[src/rtl/sobel_window_gen.sv]
// sobel_window_gen: streaming 3x3 neighbourhood generator feeding the Sobel stage.
// Pixels arrive in raster order; two line buffers supply the rows above the
// incoming pixel, and three 3-deep column shift registers hold the window.
//
// Handshake semantics (both ports): a transfer happens on a rising clk edge
// where valid && ready. A producer holds its payload stable while valid=1 and
// ready=0. pix_ready is combinational: !win_valid || win_ready, so a new pixel
// is only taken when the window register is empty or is being drained in the
// same cycle. Nothing is ever dropped or duplicated.
module sobel_window_gen #(
    parameter int IMG_W = 64,
    parameter int IMG_H = 64,
    parameter int PIX_W = 8,
    parameter int CW    = 6
) (
    input  logic               clk,
    input  logic               reset,
    input  logic [PIX_W-1:0]   pix_in,
    input  logic               pix_valid,
    output logic               pix_ready,
    output logic [9*PIX_W-1:0] win,
    output logic               win_valid,
    input  logic               win_ready,
    output logic [CW-1:0]      ctr_row,
    output logic [CW-1:0]      ctr_col,
    output logic               frame_done
);

    // Line-buffer address width; the column counter is sliced down to this.
    localparam int AW = $clog2(IMG_W);

    localparam logic [CW-1:0] ONE          = CW'(1);
    localparam logic [CW-1:0] TWO          = CW'(2);
    localparam logic [CW-1:0] LAST_COL     = CW'(IMG_W - 1);
    localparam logic [CW-1:0] LAST_ROW     = CW'(IMG_H - 1);
    localparam logic [CW-1:0] LAST_CTR_COL = CW'(IMG_W - 2);
    localparam logic [CW-1:0] LAST_CTR_ROW = CW'(IMG_H - 2);

    // Raster position of the pixel currently offered on pix_in.
    logic [CW-1:0] in_row_q, in_row_d;
    logic [CW-1:0] in_col_q, in_col_d;

    // Column shift registers: index 0 = leftmost (oldest) column, 2 = newest.
    logic [2:0][PIX_W-1:0] top_q, top_d;
    logic [2:0][PIX_W-1:0] mid_q, mid_d;
    logic [2:0][PIX_W-1:0] bot_q, bot_d;

    // Output-side registers.
    logic          win_valid_q, win_valid_d;
    logic [CW-1:0] ctr_row_q, ctr_row_d;
    logic [CW-1:0] ctr_col_q, ctr_col_d;
    logic          frame_done_q, frame_done_d;

    // Line buffers: lb1 holds row r-1, lb2 holds row r-2 (relative to in_row).
    logic [PIX_W-1:0] lb1_mem [IMG_W];
    logic [PIX_W-1:0] lb2_mem [IMG_W];

    logic [AW-1:0]    rd_idx;
    logic [PIX_W-1:0] lb1_rd;
    logic [PIX_W-1:0] lb2_rd;
    logic             pix_acc;
    logic             win_complete;
    logic             win_xfer;

    assign pix_ready    = !win_valid_q || win_ready;
    assign pix_acc      = pix_valid && pix_ready;
    assign win_xfer     = win_valid_q && win_ready;
    assign rd_idx       = in_col_q[AW-1:0];
    assign lb1_rd       = lb1_mem[rd_idx];
    assign lb2_rd       = lb2_mem[rd_idx];
    // An accept only completes a window once two full columns to the left and
    // two rows above exist; border-column accepts still feed the shifters,
    // which is why stale columns from the previous row never leak out.
    assign win_complete = pix_acc && (in_row_q >= TWO) && (in_col_q >= TWO);

    // Raster counter: advance column per accept, wrap to next row / next frame.
    always_comb begin
        in_row_d = in_row_q;
        in_col_d = in_col_q;
        if (pix_acc) begin
            if (in_col_q == LAST_COL) begin
                in_col_d = '0;
                if (in_row_q == LAST_ROW) begin
                    in_row_d = '0;
                end else begin
                    in_row_d = in_row_q + ONE;
                end
            end else begin
                in_col_d = in_col_q + ONE;
            end
        end
    end

    // Window datapath: shift in the new column (row r-2, r-1, r) on each accept
    // and track the output valid / centre / end-of-frame pulse.
    always_comb begin
        top_d        = top_q;
        mid_d        = mid_q;
        bot_d        = bot_q;
        win_valid_d  = win_valid_q;
        ctr_row_d    = ctr_row_q;
        ctr_col_d    = ctr_col_q;
        frame_done_d = win_xfer && (ctr_row_q == LAST_CTR_ROW)
                                && (ctr_col_q == LAST_CTR_COL);
        if (pix_acc) begin
            top_d = {lb2_rd, top_q[2], top_q[1]};
            mid_d = {lb1_rd, mid_q[2], mid_q[1]};
            bot_d = {pix_in, bot_q[2], bot_q[1]};
        end
        if (win_complete) begin
            win_valid_d = 1'b1;
            ctr_row_d   = in_row_q - ONE;
            ctr_col_d   = in_col_q - ONE;
        end else if (win_ready) begin
            win_valid_d = 1'b0;
        end
    end

    // State registers with asynchronous active-low reset.
    always_ff @(posedge clk or negedge reset) begin
        if (!reset) begin
            in_row_q     <= '0;
            in_col_q     <= '0;
            top_q        <= '0;
            mid_q        <= '0;
            bot_q        <= '0;
            win_valid_q  <= 1'b0;
            ctr_row_q    <= '0;
            ctr_col_q    <= '0;
            frame_done_q <= 1'b0;
        end else begin
            in_row_q     <= in_row_d;
            in_col_q     <= in_col_d;
            top_q        <= top_d;
            mid_q        <= mid_d;
            bot_q        <= bot_d;
            win_valid_q  <= win_valid_d;
            ctr_row_q    <= ctr_row_d;
            ctr_col_q    <= ctr_col_d;
            frame_done_q <= frame_done_d;
        end
    end

    // Line-buffer update: row r-1 ages into r-2, the new pixel becomes r-1.
    always_ff @(posedge clk) begin
        if (pix_acc) begin
            lb2_mem[rd_idx] <= lb1_rd;
            lb1_mem[rd_idx] <= pix_in;
        end
    end

    // P0..P2 = top row, P3..P5 = centre row, P6..P8 = bottom row, left to right.
    assign win        = {bot_q, mid_q, top_q};
    assign win_valid  = win_valid_q;
    assign ctr_row    = ctr_row_q;
    assign ctr_col    = ctr_col_q;
    assign frame_done = frame_done_q;

endmodule

[config.mk]
export PLATFORM = sky130hd
export DESIGN_NAME = sobel_window_gen
export DESIGN_NICKNAME = d
export VERILOG_FILES = /design/src/rtl/sobel_window_gen.sv
export SDC_FILE = /design/constraint.sdc
export NUM_CORES = 1
export LEC_CHECK = 0
export ABC_AREA = 1
export CAP_MARGIN = 5
export CELL_PAD_IN_SITES_DETAIL_PLACEMENT = 0
export CELL_PAD_IN_SITES_GLOBAL_PLACEMENT = 1
export CORE_ASPECT_RATIO = 1.2
export CORE_UTILIZATION = 49
export CTS_CLUSTER_DIAMETER = 100
export DETAILED_ROUTE_END_ITERATION = 10
export PLACE_DENSITY = 0.81
export RECOVER_POWER = 50
export SYNTH_ARGS = -nofsm -noshare
export SYNTH_HDL_FRONTEND = slang
export SYNTH_SLANG_ARGS = --single-unit
[constraint.sdc]
create_clock -name clk -period 3.15 [get_ports clk]
set_input_delay 0.63 -clock clk [delete_from_list [all_inputs] [get_ports clk]]
set_output_delay 0.63 -clock clk [all_outputs]
set_load 0.05 [all_outputs]
# Word level (Yosys, flattened, before mapping)

Memory sizes are Yosys's and may differ from the RTL's. A register that Yosys moved wholly into a read port is not among the register bits.
Cells that the tools add are included.

Flip-flop bits (word level): 90
Memories: 2
Output and inout bits: 87
RAM bits: 1,024
Bits of input ports: 12
Word-level logic and storage cells: 43

Multiplexer cells: 6
$lt $le $gt $ge: 2
Add/sub/neg operators: 4
Equality and inequality tests: 4
Reduce and logical (&&, ||, !) cells: 11

Memories:

| memory  | depth | bits a word | read ports | clocked after memory_dff | write ports | line | text |
|---|---|---|---|---|---|---|---|
| lb1_mem | 64    | 8           | 1          | 0                        | 1           | 55   | `logic [PIX_W-1:0] lb1_mem [IMG_W];` |
| lb2_mem | 64    | 8           | 1          | 1                        | 1           | 56   | `logic [PIX_W-1:0] lb2_mem [IMG_W];` |

Operator list:

| kind                | number |
|---|---|
| $eq 6x6->1 const B  | 4 |
| $add 6x1->6 const B | 2 |
| $ge 6x2->1 const B  | 2 |
| $mux 6              | 2 |
| $sub 6x1->6 const B | 2 |
| $logic_and 1x1->1   | 6 |
| $mux 1              | 4 |
| $logic_not 1->1     | 2 |
| $reduce_and 2->1    | 1 |
| $reduce_bool 2->1   | 1 |
| $logic_or 1x1->1    | 1 |

# Depth between registers and ports, before layout

Depth in word-level cells: 6
Gate-level depth with buffers: 17
Gate-level depth less buffers: 13

# Worst setup path before layout

Ideal clock, no wire load.

Kind: register -> register
Start: register win_valid_q (netlist: win_valid)
End: memory lb1_mem[15][0], enable pin
Path slack: -0.014 ns
Cell stages (with the launch flop): 5
Period minus slack after synthesis: 3.164 ns
Arrival time: 2.755 ns
Library setup time: 0.409 ns
Buffers on the path: 1
Data required time: 2.741 ns
Cell sequence: dfrtp_1 -> nand2_1 -> nand2_1 -> clkbuf_1 -> nor3_1

Word-level cells in the longest chain between the ends: 5

Ends and longest elaborated chain:

| what                         | line | text |
|---|---|---|
| from (decl)                  | 49   | `logic win_valid_q, win_valid_d;` |
| from (signal assigned)       | 137  | `win_valid_q <= win_valid_d;` |
| $logic_not 1->1              | 65   | `assign pix_ready = !win_valid_q \|\| win_ready;` |
| $logic_or 1x1->1             | 65   |  |
| named net pix_ready          | 20   | `output logic pix_ready,` |
| $logic_and 1x1->1            | 66   | `assign pix_acc = pix_valid && pix_ready;` |
| $mux 1                       | 146  | `if (pix_acc) begin` |
| $mux 1 (not written as such) | 148  | `lb1_mem[rd_idx] <= pix_in;` |
| to (decl)                    | 55   |  |

The timed path passes the listed nets, and every way through them passes these cells.

# Worst setup path in the final report

Start: register in_col_q[2]
End: memory lb2_mem[29][0], enable pin

RTL lines:

| what                   | line | text |
|---|---|---|
| from (decl)            | 41   | `logic [CW-1:0] in_col_q, in_col_d;` |
| from (signal assigned) | 133  | `in_col_q <= in_col_d;` |
| to (decl)              | 56   |  |

No word-level cell before the write port.

==> results_dict.tcl <==
set metrics [dict create \
    synth_enable_flop_cells 1024 \
    cts.htree.levels 3 \
    vias_after_detailed_routing 31900 \
    maximum_vdd_ir_drop_mv 0.946 \
    cell_chosen_for_the_clock_root "sky130_fd_sc_hd__clkbuf_16" \
    cts_hold_buffers 1 \
    cp_data_arrival_time_ns 3.42 \
    core.rowCount 124 \
    async_reset_ff_share_pct 8.73 \
    post-route-min-period_ns 3.07 \
    mostFrequentLayoutCell "sky130_fd_sc_hd__nand2_1" \
    critPathRequiredTime_ns 3.50 \
    synth_area_um2 47200 \
    floorplan.initialDensity_pct 49.5 \
    post_cts_buffers 0 \
    cts-buffers-inserted 110 \
    diodes 0 \
    power-per-cell-area_nw_per_um2 988 \
    static-leakage-power_nw 23.1 \
    grt_max_degree 85 \
    slew-limit-headroom_pct -34.4 \
    synthesis.nets 4689 \
    die-height_um 342 \
    syn2layout_area_growth_pct 14.9 \
    cts-root-to-sink-buffers 3 \
    fin_nets 4899 \
    drc 0 \
    hold_path.class "reg -> reg" \
    crit_type "reg -> reg" \
    crit_path_max_fanout 40 \
    critical_path.n_buffers_inverters 5 \
    grt_setup_unrepaired "false" \
    grt_pass1_wl_mm 190 \
    finalSetupViolations 0 \
    path_clk_slew_ns 0.07 \
    numPortBuffers 98 \
    critical_path.cell_chain "inv_4, buf_12, nor2_1, clkbuf_1, nand3_1, buf_4, nor2_1, buf_2" \
    setup_total_negative_slack_ns 0 \
    layout.filler_cells 8196 \
    postLayoutCoreUtil_pct 56.9 \
    fin_total_pwr_mw 53.5 \
    final_max_slew_viol_count 440 \
    wl_mm 125 \
    fin_crit_sh_pct 97.5 \
    syn-instance-count 4671 \
    drive_gt1_share_pct 7.60 \
    grt_util_all_layers_pct 25.9 \
    drv.max_cap_violation_count 11 \
    critical_path.max_stage_delay_ns 0.87 \
    numClockSinks 1122 \
    max_freq_ghz 0.326 \
    number_of_global_route_vias_before_repair 30800 \
    status "complete, but fails checks" \
    synth.yosys.seq_area_share_pct 70.4 \
    critPathCaptureType "register" \
    top_level_ports 99 \
    critPathMostFrequentCell "sky130_fd_sc_hd__nor2_1" \
    violated_checks "max-capacitance violations, max-slew violations" \
    post_synthesis_cell_type_count 29 \
    synth.yosys.warnings 0 \
    die-area_um2 97500 \
    crit_family "buffers and inverters" \
    detail-route-antenna-nets 0 \
    timing.final.hold_violations 0 \
    post-dp-hpwl_mm 77.4 \
    die_w_um 285 \
    setup.worst_path.start_class "register" \
    cts-resized-gates 0 \
    whs_ns 0.480 \
    slowest_stage "sky130_fd_sc_hd__dfrtp_1" \
    ys_seq_elements 1122 \
    grt_overflow 0 \
    clkLatencyLatePin_ns 0.69 \
    detail_route.wl_per_cell_um 20.1 \
    ys_flop_type "sky130_fd_sc_hd__edfxtp_1" \
    core_um2 95300 \
    grt_antenna_before_repair 0 \
    gp_congestion 0.870 \
    dr.pass1.iters 5 \
    route.detailed.vias_per_inst 5.12 \
    iteration_0_drc_count_of_the_detailed_router 2881 \
    timing_worst_slew_pin_value_ns 2.02 \
    cts_tree "yes" \
    mostFrequentLayoutCells "sky130_fd_sc_hd__nand2_1, sky130_fd_sc_hd__edfxtp_1, sky130_fd_sc_hd__nor2_1" \
    synthesis.area_per_instance_um2 10.1 \
    fin_skew_ns 0.0307 \
]
area by class of cell:
cell class	instances	area, um^2	share of cell area (%)
Clock buffer	137	2950	5.44
Sequential cell	1122	33200	61.3
Clock inverter	69	619	1.14
Tap cell	1260	1580	2.91
Multi-Input combinational cell	3265	12600	23.2
Inverter	59	239	0.441
Timing Repair Buffer	323	3030	5.58
cells in the mapped netlist, types with 6 or more instances:
library cell               count  share of area [%]
sky130_fd_sc_hd__nand2_1    3025                 24
sky130_fd_sc_hd__edfxtp_1   1024                 65
sky130_fd_sc_hd__nor2_1      123               0.98
sky130_fd_sc_hd__buf_2       115                1.2
sky130_fd_sc_hd__dfrtp_1      98                5.2
sky130_fd_sc_hd__inv_1        51               0.41
sky130_fd_sc_hd__clkbuf_1     36               0.29
sky130_fd_sc_hd__buf_1        30               0.24
sky130_fd_sc_hd__buf_4        30               0.48
sky130_fd_sc_hd__o21ai_0      29               0.31
sky130_fd_sc_hd__nand3_1      22               0.23
sky130_fd_sc_hd__buf_6        14               0.33
sky130_fd_sc_hd__o21ai_1      11               0.12
sky130_fd_sc_hd__o211ai_1      9               0.14
sky130_fd_sc_hd__inv_2         7              0.056
sky130_fd_sc_hd__xor2_1        7               0.13
sky130_fd_sc_hd__ha_1          6               0.16
sky130_fd_sc_hd__nor2_2        6              0.080
sky130_fd_sc_hd__nor3_1        6              0.064
worst register-to-register path, stage by stage (launching register included):
cell	delay [ns]
sky130_fd_sc_hd__dfrtp_1	0.87
sky130_fd_sc_hd__inv_4	0.10
sky130_fd_sc_hd__buf_12	0.24
sky130_fd_sc_hd__nor2_1	0.13
sky130_fd_sc_hd__clkbuf_1	0.45
sky130_fd_sc_hd__nand3_1	0.23
sky130_fd_sc_hd__buf_4	0.25
sky130_fd_sc_hd__nor2_1	0.15
sky130_fd_sc_hd__buf_2	0.33
metrics by stage:
step | cell area (um^2) | setup slack (ns) | cells
after detailed placement | 50900 | 0.254 | 6028
final | 54200 | 0.0792 | 6235
after global routing | 54200 | 0.0341 | 6235
after floorplan | 47200 | 0.0166 | 4671
after global placement | 50900 | 0.227 | 6028
after CTS | 54500 | 0.232 | 6235
per-layer routing:
metal	wire, um	global-route usage [%]	vias up
met4	4770	9.99	0
met5	0	0	-
met1	51600	34.4	15300
met3	8170	3.71	224
li1	-	-	15500
met2	60500	43.1	1004
state kept, by name (all words and copies together), names as in the netlist:
name        flops
ctr_col         6
ctr_row         6
frame_done      1
in_col_q        6
in_row_q        6
lb1_mem       512
lb2_mem       512
win            72
win_valid       1
worst paths after layout:
| check | start | to | slack (ns) | cells past startpoint |
|---|---|---|---|---|
| setup reg to reg | in_col_q[2]$_DFFE_PN0P_ | lb2_mem[29][0]$_DFFE_PP_ | 0.08 | 8 |
| hold / removal | win[0]$_DFFE_PN0P_ | win[0]$_DFFE_PN0P_ | 0.48 | 2 |
| hold reg to reg | win[0]$_DFFE_PN0P_ | win[0]$_DFFE_PN0P_ | 0.48 | 2 |
| setup / recovery | in_col_q[2]$_DFFE_PN0P_ | lb2_mem[29][0]$_DFFE_PP_ | 0.08 | 8 |
| max in group asynchronous | reset | win[25]$_DFFE_PN0P_ | 0.45 | 3 |
| min in group asynchronous | reset | win[30]$_DFFE_PN0P_ | 1.05 | 2 |
cell families after synthesis:
| logic type | count (synthesis) | synth area share (%) |
|---|---|---|
| adders and majority gates | 6 | 0.159 |
| buffers and inverters | 284 | 3.03 |
| DFF | 1122 | 70.4 |
| AOI/OAI and AO/OA | 55 | 0.639 |
| and+or+nand+nor | 3194 | 25.6 |
| xor gates and xnor gates | 10 | 0.186 |
where the power goes:
| part | switching [mW] | leakage (nW) | total [mW] | internal, mW |
|---|---|---|---|---|
| clock network | 5.54 | 1.75 | 13.1 | 7.51 |
| logic | 14.6 | 10.9 | 20.0 | 5.37 |
| registers | 0.595 | 10.5 | 20.5 | 19.9 |
(Power assumes the default switching activity.)
